--- config.mk ---
export PLATFORM = sky130hd
export DESIGN_NAME = eth_sw_frame_arbiter
export DESIGN_NICKNAME = d
export VERILOG_FILES = /design/src/rtl/eth_sw_pkg.sv /design/src/rtl/eth_rr_pick.sv /design/src/rtl/eth_sw_frame_arbiter.sv
export SDC_FILE = /design/constraint.sdc
export NUM_CORES = 1
export LEC_CHECK = 0
export ABC_AREA = 1
export BUFFER_PORTS_ARGS = -buffer_cell sky130_fd_sc_hd__buf_2
export CAP_MARGIN = 40
export CORE_AREA = 4 4 255 257
export CTS_CLUSTER_SIZE = 8
export DETAILED_ROUTE_END_ITERATION = 12
export DIE_AREA = 0 0 259 261
export GPL_TIMING_DRIVEN = 0
export HOLD_SLACK_MARGIN = 0.08
export SLEW_MARGIN = 20
export SYNTH_ARGS = -nofsm -noshare
export SYNTH_HDL_FRONTEND = slang
export SYNTH_SLANG_ARGS = --single-unit
--- constraint.sdc ---
create_clock -name clock -period 3.5 [get_ports clock]
set_input_delay 0.175 -clock clock [delete_from_list [all_inputs] [get_ports clock]]
set_output_delay 0.175 -clock clock [all_outputs]
set_load 0.02 [all_outputs]
--- src/rtl/eth_sw_pkg.sv ---
// eth_sw_pkg: shared FSM states and bus widths for the switch frame arbiter
package eth_sw_pkg;
    localparam int IN_W       = 128;
    localparam int SW_W       = 64;
    localparam int TAG_W      = 10;
    localparam int IN_BYTES_W = 4;
    localparam int SW_BYTES_W = 3;
    typedef enum logic [1:0] {IDLE, WAIT, HI, LO} state_t;
endpackage

--- src/rtl/eth_rr_pick.sv ---
// eth_rr_pick: combinational round-robin pick of the first request at or after ptr
// req: request vector; ptr: start index; gnt: one-hot winner; idx: winner index; any: some request set
module eth_rr_pick #(
    parameter int N_REQ = 4,
    localparam int GW = $clog2(N_REQ)
) (
    input  logic [N_REQ-1:0] req,
    input  logic [GW-1:0]    ptr,
    output logic [N_REQ-1:0] gnt,
    output logic [GW-1:0]    idx,
    output logic             any
);
    // Scan from the farthest offset down so the nearest request at or after ptr wins
    always_comb begin
        idx = '0;
        for (int k = N_REQ - 1; k >= 0; k--)
            if (req[(int'(ptr) + k) % N_REQ]) idx = GW'((int'(ptr) + k) % N_REQ);
    end
    assign any = |req;
    assign gnt = any ? N_REQ'(1) << idx : '0;
endmodule

--- src/rtl/eth_sw_frame_arbiter.sv ---
// eth_sw_frame_arbiter: frame-level round-robin arbiter, 128-bit ingress beats onto a 64-bit switch bus
// clock/rst: system clock, synchronous active-high reset
// req_*: per-requester beats (valid, data, bytes-1, sof, eof, tag) with req_ready backpressure
// sw_*: registered 64-bit egress beats (valid, data, bytes-1, sof, eof, tag)
// grant_id/busy: bus owner and frame in progress; err_nosof/err_midsof: protocol error pulses
module eth_sw_frame_arbiter
    import eth_sw_pkg::*;
#(
    parameter int N_REQ = 4,
    localparam int GW = $clog2(N_REQ)
) (
    input  logic                        clock,
    input  logic                        rst,
    input  logic [N_REQ-1:0]            req_valid,
    input  logic [N_REQ*IN_W-1:0]       req_data,
    input  logic [N_REQ*IN_BYTES_W-1:0] req_bytes,
    input  logic [N_REQ-1:0]            req_sof,
    input  logic [N_REQ-1:0]            req_eof,
    input  logic [N_REQ*TAG_W-1:0]      req_block_tag,
    output logic [N_REQ-1:0]            req_ready,
    output logic                        sw_data_valid,
    output logic [SW_W-1:0]             sw_data,
    output logic [SW_BYTES_W-1:0]       sw_data_bytes,
    output logic                        sw_sof,
    output logic                        sw_eof,
    output logic [TAG_W-1:0]            sw_block_tag,
    output logic [GW-1:0]               grant_id,
    output logic                        busy,
    output logic                        err_nosof,
    output logic                        err_midsof
);
    state_t                state, state_nx;
    logic [IN_W-1:0]       hold;
    logic                  hold_eof, hold_first;
    logic [IN_BYTES_W-1:0] hold_bytes;
    logic [TAG_W-1:0]      tag;
    logic [GW-1:0]         rr_ptr, win, sel;
    logic [N_REQ-1:0]      win_oh, elig, drop;
    logic                  win_any, acc, fin;

    eth_rr_pick #(.N_REQ(N_REQ)) u_pick (
        .req (elig),
        .ptr (rr_ptr),
        .gnt (win_oh),
        .idx (win),
        .any (win_any)
    );

    assign elig = req_valid & req_sof;
    assign drop = req_valid & ~req_sof;
    assign sel  = state == IDLE ? win : grant_id;
    // HI is only ever entered on an accepted beat
    assign acc  = state_nx == HI;
    // Frame ends on the upper half when the eof beat carries at most 8 bytes, else on the lower half
    assign fin  = hold_eof && ((state == HI && hold_bytes < IN_BYTES_W'(8)) || state == LO);
    assign busy = state != IDLE;
    assign sw_block_tag = tag;

    always_ff @(posedge clock)
        state <= rst ? IDLE : state_nx;

    always_comb begin
        state_nx  = state;
        req_ready = '0;
        if (!rst) begin
            case (state)
                IDLE: begin
                    req_ready = win_oh | drop;
                    state_nx  = win_any ? HI : IDLE;
                end
                HI: state_nx = fin ? IDLE : LO;
                LO: begin
                    req_ready[grant_id] = !fin;
                    state_nx = fin ? IDLE : req_valid[grant_id] ? HI : WAIT;
                end
                default: begin
                    req_ready[grant_id] = 1'b1;
                    state_nx = req_valid[grant_id] ? HI : WAIT;
                end
            endcase
        end
    end

    always_ff @(posedge clock) begin
        if (rst) begin
            hold          <= '0;
            hold_eof      <= 1'b0;
            hold_first    <= 1'b0;
            hold_bytes    <= '0;
            tag           <= '0;
            rr_ptr        <= '0;
            grant_id      <= '0;
            sw_data_valid <= 1'b0;
            sw_data       <= '0;
            sw_data_bytes <= '0;
            sw_sof        <= 1'b0;
            sw_eof        <= 1'b0;
            err_nosof     <= 1'b0;
            err_midsof    <= 1'b0;
        end else begin
            sw_data_valid <= state == HI || state == LO;
            sw_sof        <= state == HI && hold_first;
            sw_eof        <= fin;
            if (state == HI || state == LO) begin
                sw_data <= state == HI ? hold[IN_W-1:SW_W] : hold[SW_W-1:0];
                // Low three bits give bytes on a short upper half and bytes-8 on a final lower half
                sw_data_bytes <= fin ? hold_bytes[SW_BYTES_W-1:0] : SW_BYTES_W'(7);
            end
            if (acc) begin
                hold       <= req_data[sel*IN_W +: IN_W];
                hold_eof   <= req_eof[sel];
                hold_bytes <= req_bytes[sel*IN_BYTES_W +: IN_BYTES_W];
            end
            if (state == IDLE && win_any) begin
                grant_id <= win;
                tag      <= req_block_tag[win*TAG_W +: TAG_W];
            end
            hold_first <= state == IDLE || (hold_first && state != HI);
            if (fin) rr_ptr <= grant_id == GW'(N_REQ - 1) ? '0 : grant_id + 1'b1;
            err_nosof  <= state == IDLE && |drop;
            err_midsof <= acc && state != IDLE && req_sof[grant_id];
        end
    end
endmodule

==> reports/qor.yml <==
ir_drop_mv: 0.357
leakagePower_nw: 14.3
clock_latency_ns: 0.53
synth_area_leaders: "dfxtp_1 27%, nand3_1 25%, inv_1 20%"
min_from: "req_data[262]"
cts_tree: "done"
yosysUniqueCellTypes: 31
synth_fp_nets: 3560
drtIter0Drc: 1953
r2r_cells: 12
synthCells: 2974
drt-total-wl_mm: 91.9
period_minus_slack_ns: 3.41
wl_per_cell_um: 19.5
port-buffer-count: 669
worstPathRequired_ns: 3.92
start_kind: "register"
cap_violations: 0
hold_depth: 7
antenna_found_initial: 13
tns_ns: 0
synth.cell_area_um2: 16600
power-per-cell-area_nw_per_um2: 787
synth_top_area_share_pct: 26.8
worstReg2RegEnd: "hold[60]"
synth_area_leader_cell: "dfxtp_1"
clock_skew_ns: 0.0249
min_path_type: "in2reg"
slew_violations: 0
grt_use_total_pct: 25.5
slew_headroom_pct: 42.0
worst_pin_slew_ns: 0.871
ant_nets: 0
drive_gt1_share_pct: 21.2
die_area_um2: 67600
dieHeight_um: 261
ys.flop_type: "dfxtp_1"
hold_viol: 0
postPlaceCellArea_um2: 21000
detailed_place_hpwl_mm: 72.4
dp_cells: 4493
viasPerCell: 4.70
clock-sinks: 222
grt_max_degree: 11
rows: 92
ctsHtreeMaxLevel: 2
reg2reg_slack_ns: 0.09
area_growth_pct: 42.5
final_cells: 4702
clockRootBuffer: "clkbuf_16"
cp.arrival_ns: 3.83
vias: 22100
synth_warnings: 0
cp-end-kind: "register"
crit_type: "reg2reg"
grt_overflow_total: 0
yosysMostFrequentCell: "inv_1"
clockBufferDepth: 3
ios: 671
reg2reg_from: "state[0]"
status: "finished, final reports clean"
yosysSeqAreaShare_pct: 26.8
drc: 0
cts_inserted_buffers: 34
grt_pass1_vias: 20600
drt_pre_antenna_iters: 6
fin_crit_sh_pct: 97.4
initial_utilization_pct: 26.4
dieWidth_um: 259
synth_commonest_cells: "893 x inv_1, 825 x nand3_1, 433 x nand2_1, 222 x dfxtp_1, 148 x a21oi_1"
rsz0062_at_grt: "no"
gp_congestion: 0.917
hold_end: "hold[6]"
core-area_um2: 62700
grt_pass1_wl_mm: 129
fmax_mhz: 293
fin_area_um2: 23600
fin_nets: 4435
synth_edf_count: 0
avgSynthCellArea_um2: 5.58
crit_fanout: 10
ys_async_sr_fraction_pct: 0
synth-seq-cells: 222
clk_pin_slew_ns: 0.06
setup-violations-final: 0
[metrics by stage]
step	total power [mW]	worst slack (ns)	hold WS, ns	utilization [%]
floorplan	10.6	1.45	0.338	-
global placement	14.9	-0.0797	0.432	33.5
detailed placement	15.0	0.0831	0.441	33.6
CTS	18.6	0.0365	0.0805	37.6
global route	19.9	0.00366	0.101	37.7
finish	18.6	0.0923	0.108	37.7
[logic make-up (layout without fill, tap and decap cells)]
logic type               after synthesis  in the layout  share of synthesized area (%)
flip-flops                           222            222                           26.8
other                                  0              3                              0
buffers and inverters               1110           1989                           26.1
AO/OA/AOI/OAI                        296            296                           9.71
AND/OR/NAND/NOR                     1342           1342                           37.1
adder cells (fa/ha/maj)                4              4                          0.302
[sequential cells by signal, indices dropped and copies added (netlist names), 2 cells and up, named ones only]
register and flops:
grant_id 2, hold 128, hold_bytes 4, rr_ptr 2, state 2, sw_block_tag 10, sw_data 64, sw_data_bytes 3
[cell usage in the layout, fill, tap and decap left out, types with 5 or more instances in the layout]
| master | count |
|---|---|
| inv_1 | 893 |
| o221ai_1 | 25 |
| buf_4 | 23 |
| o21ai_0 | 106 |
| clkbuf_16 | 35 |
| dlygate4sd3_1 | 164 |
| clkbuf_1 | 110 |
| buf_1 | 17 |
| dfxtp_1 | 222 |
| a21oi_1 | 148 |
| nor2_1 | 68 |
| buf_6 | 5 |
| buf_2 | 725 |
| nand3_1 | 825 |
| nand2_2 | 5 |
| nand2_1 | 432 |
| a31oi_1 | 12 |
[worst max-delay path, stage by stage, from the launching register on]
cell           delay, ns
dfxtp_1             0.29
buf_4               0.18
nor2_8              0.21
inv_1               0.18
nand2_2             0.24
buf_2               0.47
clkbuf_1            0.71
nand3_1             0.17
nand3_1             0.12
dlygate4sd3_1       0.55
nand3_1             0.07
nand2_1             0.07
inv_1               0.03
[final cells by class]
type,instances,area (um2)
Inverter,899,3380
Multi-Input combinational cell,1642,7820
Sequential cell,222,4440
Clock inverter,2,17.5
Buffer,210,965
Fill cell,7218,39100
Tap cell,846,1060
Antenna cell,3,7.51
Timing Repair Buffer,840,5060
Clock buffer,38,897
[power by group]
part	internal (mW)	total [mW]	switching [mW]	leakage, nW
Sequential	3.35	3.62	0.270	1.82
Combinational	3.76	12.0	8.25	12.0
Clock	1.79	2.98	1.19	0.450
Total	8.90	18.6	9.72	14.3
[what timing repair did]
item,4_1_cts,5_1_grt
buffers inserted,0,3
endpoints found under the hold margin,85,0
gates resized for setup,0,8
hold buffers,164,0
endpoints found under the setup margin,0,10
[per-layer routing]
layer / vias up / GRT usage, % / part of all wire, %
met1: 10100 / 32.0 / 41
li1: 10800 / - / -
met2: 1053 / 43.2 / 47
met3: 182 / 4.75 / 7.8
met4: 6 / 10.4 / 4.6
met5: - / 0 / 0.046
[worst max-delay path by stage]
stage / depth (start not counted) / startpoint / slack (ns) / to
6_report: 12 / state[0] / 0.09 / hold[60]
5_1_grt: 19 / rr_ptr[0] / 0.004 / hold[113]
4_1_cts: 18 / rr_ptr[0] / 0.04 / hold[113]
3_5_place_dp: 11 / state[0] / 0.08 / hold[61]
2_1_floorplan: 12 / rr_ptr[0] / 1.45 / req_ready[2]
3_3_place_gp: 11 / state[0] / -0.08 / hold[89]
Note: power is estimated with default switching activity, not from simulation.
